$ cat config.mk
export PLATFORM = sky130hd
export DESIGN_NAME = bigmul_stream_ctrl
export DESIGN_NICKNAME = d
export VERILOG_FILES = /design/src/rtl/bigmul_stream_ctrl.sv
export SDC_FILE = /design/constraint.sdc
export NUM_CORES = 1
export LEC_CHECK = 0
export CORE_ASPECT_RATIO = 1.75
export CORE_UTILIZATION = 35
export CTS_CLUSTER_DIAMETER = 200
export CTS_CLUSTER_SIZE = 8
export DETAILED_ROUTE_END_ITERATION = 7
export GPL_TIMING_DRIVEN = 0
export PLACE_DENSITY = 0.72
export SETUP_SLACK_MARGIN = 0.3
export SLEW_MARGIN = 20
export SYNTH_ARGS = -nofsm -noshare
export SYNTH_HDL_FRONTEND = slang
export SYNTH_SLANG_ARGS = --single-unit
$ cat constraint.sdc
create_clock -name clk -period 4.6 [get_ports clk]
set_input_delay 0.46 -clock clk [delete_from_list [all_inputs] [get_ports clk]]
set_output_delay 0.46 -clock clk [all_outputs]
set_load 0.05 [all_outputs]
$ cat src/rtl/bigmul_stream_ctrl.sv
`default_nettype none
// +--------------------------------------------------------------------------+
// | Module     : bigmul_stream_ctrl                                          |
// | Description: Streams A/B operands into a big-integer multiplier, starts  |
// |              it, then drains the 2*size-word product. The optional WAIT  |
// |              watchdog is enabled by BIGMUL_CTRL_TIMEOUT_EN.              |
// | Revision   : 1.0 - initial release                                       |
// +--------------------------------------------------------------------------+
module bigmul_stream_ctrl #(
    parameter int NWORDS         = 64,
    parameter int TIMEOUT_CYCLES = 65536
) (
    input  logic        clk,
    input  logic        rst,
    input  logic        cmd_valid,
    output logic        cmd_ready,
    input  logic [6:0]  cmd_size,
    input  logic        in_valid,
    output logic        in_ready,
    input  logic [63:0] in_data,
    output logic        mul_wr_en,
    output logic        mul_wr_sel,
    output logic [5:0]  mul_wr_addr,
    output logic [63:0] mul_wr_data,
    output logic        mul_start,
    output logic [31:0] mul_size,
    input  logic        mul_busy,
    input  logic        mul_done,
    output logic [6:0]  mul_rd_addr,
    input  logic [63:0] mul_rd_data,
    output logic        out_valid,
    input  logic        out_ready,
    output logic [63:0] out_data,
    output logic        out_last,
    output logic        busy,
    output logic        err_size,
    output logic        err_timeout
);

    typedef enum logic [2:0] {
        S_IDLE   = 3'd0,
        S_LOAD_A = 3'd1,
        S_LOAD_B = 3'd2,
        S_START  = 3'd3,
        S_WAIT   = 3'd4,
        S_DRAIN  = 3'd5
    } state_t;

    localparam logic [7:0] c_NWORDS = 8'(NWORDS);

    state_t     r_state;
    logic [6:0] r_size;
    logic [6:0] r_idx;
    logic [6:0] r_rd;
    logic [6:0] r_last_idx;
    logic       r_rd_done;
    logic       r_wait_first;

    logic       w_size_ok;
    logic       w_in_hs;
    logic       w_out_hs;
    logic       w_load;
    logic       w_done_ok;

`ifdef BIGMUL_CTRL_TIMEOUT_EN
    localparam logic [31:0] c_TMO_LAST = 32'(TIMEOUT_CYCLES - 1);
    logic [31:0] r_wait_cnt;
`else
    assign err_timeout = 1'b0;
`endif

    assign cmd_ready   = (r_state == S_IDLE);
    assign busy        = (r_state != S_IDLE);
    assign in_ready    = (r_state == S_LOAD_A) || (r_state == S_LOAD_B);
    assign mul_rd_addr = r_rd;

    assign w_size_ok = (cmd_size != 7'd0) && ({1'b0, cmd_size} <= c_NWORDS);
    assign w_in_hs   = in_valid && in_ready;
    assign w_out_hs  = out_valid && out_ready;
    // A done seen on the first WAIT cycle may be left over from a previous job
    assign w_done_ok = mul_done && !mul_busy && !r_wait_first;
    assign w_load    = (r_state == S_DRAIN) && !r_rd_done && (!out_valid || out_ready);

    always_ff @(posedge clk) begin
        if (rst) begin
            r_state      <= S_IDLE;
            r_size       <= 7'd0;
            r_idx        <= 7'd0;
            r_rd         <= 7'd0;
            r_last_idx   <= 7'd0;
            r_rd_done    <= 1'b0;
            r_wait_first <= 1'b0;
            mul_wr_en    <= 1'b0;
            mul_wr_sel   <= 1'b0;
            mul_wr_addr  <= 6'd0;
            mul_wr_data  <= 64'd0;
            mul_start    <= 1'b0;
            mul_size     <= 32'd0;
            out_valid    <= 1'b0;
            out_data     <= 64'd0;
            out_last     <= 1'b0;
            err_size     <= 1'b0;
`ifdef BIGMUL_CTRL_TIMEOUT_EN
            r_wait_cnt   <= 32'd0;
            err_timeout  <= 1'b0;
`endif
        end else begin
            mul_wr_en <= 1'b0;
            mul_start <= 1'b0;
            err_size  <= 1'b0;
`ifdef BIGMUL_CTRL_TIMEOUT_EN
            err_timeout <= 1'b0;
`endif
            if (w_in_hs) begin
                mul_wr_en   <= 1'b1;
                mul_wr_sel  <= (r_state == S_LOAD_B);
                mul_wr_addr <= r_idx[5:0];
                mul_wr_data <= in_data;
            end

            case (r_state)
                S_IDLE: begin
                    if (cmd_valid) begin
                        if (w_size_ok) begin
                            r_size     <= cmd_size;
                            mul_size   <= 32'(cmd_size);
                            r_last_idx <= (cmd_size << 1) - 7'd1;
                            r_idx      <= 7'd0;
                            r_state    <= S_LOAD_A;
                        end else begin
                            err_size <= 1'b1;
                        end
                    end
                end
                S_LOAD_A, S_LOAD_B: begin
                    if (w_in_hs) begin
                        if (r_idx == r_size - 7'd1) begin
                            r_idx <= 7'd0;
                            if (r_state == S_LOAD_A) begin
                                r_state <= S_LOAD_B;
                            end else begin
                                r_state   <= S_START;
                                mul_start <= 1'b1;
                            end
                        end else begin
                            r_idx <= r_idx + 7'd1;
                        end
                    end
                end
                S_START: begin
                    r_state      <= S_WAIT;
                    r_wait_first <= 1'b1;
`ifdef BIGMUL_CTRL_TIMEOUT_EN
                    r_wait_cnt   <= 32'd0;
`endif
                end
                S_WAIT: begin
                    r_wait_first <= 1'b0;
                    if (w_done_ok) begin
                        r_state   <= S_DRAIN;
                        r_rd      <= 7'd0;
                        r_rd_done <= 1'b0;
                    end
`ifdef BIGMUL_CTRL_TIMEOUT_EN
                    else if (r_wait_cnt == c_TMO_LAST) begin
                        err_timeout <= 1'b1;
                        r_state     <= S_IDLE;
                    end else begin
                        r_wait_cnt <= r_wait_cnt + 32'd1;
                    end
`endif
                end
                S_DRAIN: begin
                    if (w_load) begin
                        out_valid <= 1'b1;
                        out_data  <= mul_rd_data;
                        out_last  <= (r_rd == r_last_idx);
                        if (r_rd == r_last_idx) begin
                            r_rd_done <= 1'b1;
                        end else begin
                            r_rd <= r_rd + 7'd1;
                        end
                    end else if (w_out_hs) begin
                        out_valid <= 1'b0;
                    end
                    if (w_out_hs && out_last) begin
                        r_state   <= S_IDLE;
                        out_valid <= 1'b0;
                        out_last  <= 1'b0;
                    end
                end
                default: r_state <= S_IDLE;
            endcase
        end
    end

endmodule
`default_nettype wire

==> metrics.txt <==
# TYPE chip_impl_metric gauge
chip_impl_metric{name="design.portCount",unit=""} 325
chip_impl_info{name="clk_root_buffer_cell",value="sky130_fd_sc_hd__clkbuf_16"} 1
chip_impl_metric{name="cts_sinks",unit=""} 173
chip_impl_metric{name="cts-resized-gates",unit=""} 0
chip_impl_metric{name="relative_slew_margins",unit=""} 0.564
chip_impl_metric{name="worst_hold_path.num_cells",unit=""} 2
chip_impl_info{name="synth_top_cell_by_area",value="sky130_fd_sc_hd__dfxtp_1"} 1
chip_impl_info{name="tritoncts",value="built"} 1
chip_impl_metric{name="ir_worst_vdd",unit="uV"} 288
chip_impl_info{name="crit_path_end_kind",value="output port"} 1
chip_impl_metric{name="max_clock_freq",unit="MHz"} 343
chip_impl_metric{name="placed_cell_area",unit="um2"} 10200
chip_impl_metric{name="min_period",unit="ns"} 2.91
chip_impl_metric{name="wl",unit="um"} 21800
chip_impl_metric{name="seqCellArea",unit="um2"} 3460
chip_impl_metric{name="clock_tree.htree_level_count",unit=""} 4
chip_impl_info{name="worst_r2r_endpoint",value="mul_wr_data[63]"} 1
chip_impl_metric{name="globalRoute.totalOverflow",unit=""} 0
chip_impl_metric{name="mappedNetlistArea",unit="um2"} 6880
chip_impl_info{name="path_cells",value="clkbuf_1 > nor3_1 > clkdlybuf4s50_1"} 1
chip_impl_metric{name="dp_worst_setup_slack",unit="ns"} 1.89
chip_impl_metric{name="dp_hpwl",unit="um"} 16900
chip_impl_metric{name="synthDominantCellAreaShare",unit=""} 0.504
chip_impl_metric{name="synth_seq_area_share",unit=""} 0.504
chip_impl_metric{name="placementRows",unit=""} 67
chip_impl_metric{name="final.setup.worst_slack",unit="ns"} 1.69
chip_impl_metric{name="dr.first_iter.drc_count",unit=""} 238
chip_impl_metric{name="die_height",unit="um"} 187
chip_impl_metric{name="finalCritPeriodShare",unit=""} 0.633
chip_impl_metric{name="cell_area_after_layout",unit="um2"} 10800
chip_impl_metric{name="drv_cap",unit=""} 0
chip_impl_metric{name="cts_setup_buffers",unit=""} 0
chip_impl_metric{name="final_layout_size_suffix_gt1_frac",unit=""} 0.0648
chip_impl_metric{name="routed_antenna_nets",unit=""} 0
chip_impl_metric{name="critical-path-max-stage-delay",unit="ns"} 0.91
chip_impl_metric{name="finalPower",unit="mW"} 3.90
chip_impl_metric{name="antenna_cells_inserted",unit=""} 0
chip_impl_metric{name="routed_via_density",unit=""} 4.71
chip_impl_metric{name="worst-r2r-cell-count",unit=""} 6
chip_impl_info{name="synthTopCellsByArea",value="sky130_fd_sc_hd__dfxtp_1 (50%), sky130_fd_sc_hd__nand2_1 (15%), sky130_fd_sc_hd__a21oi_1 (11%)"} 1
chip_impl_metric{name="p_leak",unit="nW"} 4.01
chip_impl_metric{name="ys_seq_elements",unit=""} 173
chip_impl_metric{name="floorplan.initialDensity",unit=""} 0.358
chip_impl_info{name="run_status",value="completed"} 1
chip_impl_metric{name="post_drt_wl_per_cell",unit="um"} 14.9
chip_impl_info{name="setup_repair_after_global_routing_missed_its_margin",value="false"} 1
chip_impl_metric{name="detailedRoute.firstPassIterationCount",unit=""} 4
chip_impl_metric{name="fillerInstances",unit=""} 1813
chip_impl_info{name="path_class",value="flip-flop to output port"} 1
chip_impl_metric{name="timing.critical_path.fanout_max",unit=""} 10
chip_impl_metric{name="global_route_wire_length_before_repair",unit="um"} 33800
chip_impl_info{name="yosysMostFrequentCell",value="sky130_fd_sc_hd__nand2_1"} 1
chip_impl_info{name="synth_commonest_cells",value="sky130_fd_sc_hd__nand2_1 (282), sky130_fd_sc_hd__dfxtp_1 (173), sky130_fd_sc_hd__a21oi_1 (153)"} 1
chip_impl_info{name="dominantRegCellSynth",value="sky130_fd_sc_hd__dfxtp_1"} 1
chip_impl_metric{name="setup_viol",unit=""} 0
chip_impl_info{name="cp_delay_by_family_top",value="buffers and inverters"} 1
chip_impl_metric{name="core",unit="um2"} 19200
chip_impl_metric{name="holdBufCountCts",unit=""} 0
chip_impl_metric{name="routed-via-count",unit=""} 6882
chip_impl_info{name="setup.worst_path.start_class",value="flip-flop"} 1
chip_impl_metric{name="grt_start_max_net_pins",unit=""} 17
chip_impl_metric{name="port-buffer-count",unit=""} 297
chip_impl_metric{name="cts_max_path_buffers",unit=""} 2
chip_impl_metric{name="async_flop_share",unit=""} 0
chip_impl_metric{name="number_of_antenna_violations_at_the_first_check_in_global_routing",unit=""} 0
chip_impl_metric{name="die-width",unit="um"} 108
chip_impl_metric{name="finalHoldViolations",unit=""} 0
chip_impl_metric{name="clock_buffer_count_from_cts",unit=""} 17
chip_impl_metric{name="multiInputGateArea",unit="um2"} 3060
chip_impl_metric{name="cellPowerDensity",unit="nW/um2"} 360
chip_impl_metric{name="yosys_warnings",unit=""} 0
chip_impl_metric{name="cp_data_required_time",unit="ns"} 4.14
chip_impl_metric{name="syn2layout_area_growth",unit="%"} 57.3
chip_impl_metric{name="cp.arrival",unit="ns"} 2.45
chip_impl_info{name="critical_path.slowest_cell",value="sky130_fd_sc_hd__clkdlybuf4s50_1"} 1
chip_impl_metric{name="finalNetCount",unit=""} 1353
chip_impl_metric{name="finalClockSkew",unit="ns"} 0.00586
chip_impl_metric{name="setup_total_negative_slack",unit="ns"} 0
chip_impl_metric{name="first_global_vias",unit=""} 6707
chip_impl_info{name="worst_hold_path_type",value="flip-flop to flip-flop"} 1
chip_impl_metric{name="reg2reg_slack",unit="ns"} 2.39
chip_impl_metric{name="timing.critical_path.buf_inv",unit=""} 2
chip_impl_metric{name="fp.dieArea",unit="um2"} 20200
chip_impl_metric{name="global_router_s_overall_resource_usage",unit=""} 0.218
chip_impl_metric{name="clock_edge_transition_at_the_registers_on_the_reported_setup_and_hold_paths",unit="ns"} 0.07
chip_impl_metric{name="clkLatencyLatePin",unit="ns"} 0.44
chip_impl_metric{name="routabilityCongestion",unit=""} 0.813
chip_impl_metric{name="synth_edf_count",unit=""} 0
chip_impl_info{name="hold_path.startpoint",value="mul_wr_data[26]"} 1
chip_impl_info{name="launch_instance_of_the_worst_register_to_register_path",value="r_state[2]"} 1
chip_impl_metric{name="tightestPinTransition",unit="ns"} 0.654
chip_impl_metric{name="synthesis.area_per_instance",unit="um2"} 7.95
chip_impl_info{name="whs_endpoint",value="mul_wr_data[26]"} 1
chip_impl_metric{name="synthesized_instance_count",unit=""} 865
chip_impl_metric{name="synth_cell_type_count",unit=""} 43
chip_impl_metric{name="drc",unit=""} 0
chip_impl_metric{name="final_max_slew_viol_count",unit=""} 0
==> cell usage in the layout, fill, tap and decap left out, types with 3 or more instances in the layout <==
cell type	synthesis	layout
sky130_fd_sc_hd__nand2_1	282	282
sky130_fd_sc_hd__clkbuf_16	0	17
sky130_fd_sc_hd__clkinv_4	0	4
sky130_fd_sc_hd__dfxtp_1	173	173
sky130_fd_sc_hd__a21o_1	3	3
sky130_fd_sc_hd__mux2i_1	9	9
sky130_fd_sc_hd__o21ai_0	3	3
sky130_fd_sc_hd__xnor2_1	8	8
sky130_fd_sc_hd__nand2b_1	6	6
sky130_fd_sc_hd__nand3_1	4	4
sky130_fd_sc_hd__clkbuf_1	37	37
sky130_fd_sc_hd__ha_1	5	5
sky130_fd_sc_hd__conb_1	1	26
sky130_fd_sc_hd__xor2_1	24	24
sky130_fd_sc_hd__and3_1	3	3
sky130_fd_sc_hd__buf_4	26	26
sky130_fd_sc_hd__inv_1	9	9
sky130_fd_sc_hd__nor2b_1	4	4
sky130_fd_sc_hd__a21oi_1	153	153
sky130_fd_sc_hd__clkinv_2	0	5
sky130_fd_sc_hd__clkdlybuf4s50_1	0	297
sky130_fd_sc_hd__nand4_1	8	8
sky130_fd_sc_hd__and2_1	5	5
sky130_fd_sc_hd__nor3_1	7	7
sky130_fd_sc_hd__buf_2	16	16
sky130_fd_sc_hd__nor2_1	50	50
sky130_fd_sc_hd__nor4_1	3	3
sky130_fd_sc_hd__a211oi_1	3	3
==> worst reg2reg max path, cell delays in order, from the launching register on <==
cell and delay [ns]:
sky130_fd_sc_hd__dfxtp_1 0.35, sky130_fd_sc_hd__clkbuf_1 0.39, sky130_fd_sc_hd__a21oi_1 0.20, sky130_fd_sc_hd__nand2_1 0.48, sky130_fd_sc_hd__clkbuf_1 0.46, sky130_fd_sc_hd__nand2_1 0.10
sky130_fd_sc_hd__a21oi_1 0.16
==> through the flow <==
| step | hold slack [ns] | util | cells |
|---|---|---|---|
| 3_3_place_gp | 0.441 | 0.534 | 1428 |
| 5_1_grt | 0.465 | 0.563 | 1460 |
| 2_1_floorplan | 0.437 | - | 890 |
| 6_report | 0.452 | 0.563 | 1460 |
| 4_1_cts | 0.455 | 0.563 | 1460 |
| 3_5_place_dp | 0.446 | 0.534 | 1428 |
==> worst max-delay path by stage <==
stage	start	endpoint	slack [ns]	cells after the start
6_report	r_state[1]	cmd_ready	1.69	3
3_5_place_dp	cmd_size[4]	r_state[0]	1.89	7
5_1_grt	r_state[1]	cmd_ready	1.56	3
2_1_floorplan	r_state[1]	busy	1.79	3
4_1_cts	r_state[1]	cmd_ready	1.65	3
3_3_place_gp	cmd_size[4]	r_state[0]	1.95	7
==> routing by layer <==
metal  routed length, um  track usage
met3                1360       0.0578
met1                7680        0.202
met2               12000        0.422
met5                   0            0
met4                 733        0.104
==> where the power goes <==
group	switching [mW]	leakage [nW]	internal [mW]	total (mW)
logic	0.552	2.33	0.333	0.885
registers	0.0438	1.40	1.57	1.61
clock network	0.627	0.283	0.775	1.40
total	1.22	4.01	2.67	3.90
==> area by class of cell <==
cell class | count | share of cell area
Inverter | 9 | 0.00312
Clock buffer | 19 | 0.0419
Tap cell | 241 | 0.0279
Multi-Input combinational cell | 629 | 0.283
Sequential cell | 173 | 0.320
Buffer | 79 | 0.0383
Timing Repair Buffer | 297 | 0.275
Clock inverter | 13 | 0.0106
==> kinds of logic (layout without fill, tap and decap cells) <==
family,after synthesis,in the layout,share of synthesized area
compound gates,174,174,0.137
xor+xnor,32,32,0.0408
fa+ha+maj,5,5,0.00910
buf+inv,88,417,0.0652
flops,173,173,0.504
mux,9,9,0.0131
other cells,1,26,0.000545
simple gates,383,383,0.230
==> registers in the layout, summed over array words and instances, names as in the netlist <==
signal / cells
mul_wr_sel: 1
mul_wr_data: 64
mul_start: 1
mul_rd_addr: 7
out_valid: 1
r_rd_done: 1
out_last: 1
err_size: 1
r_last_idx: 7
r_size: 7
r_idx: 7
mul_wr_addr: 6
r_wait_first: 1
mul_wr_en: 1
out_data: 64
r_state: 3
Note: power is estimated with default switching activity, not from simulation.
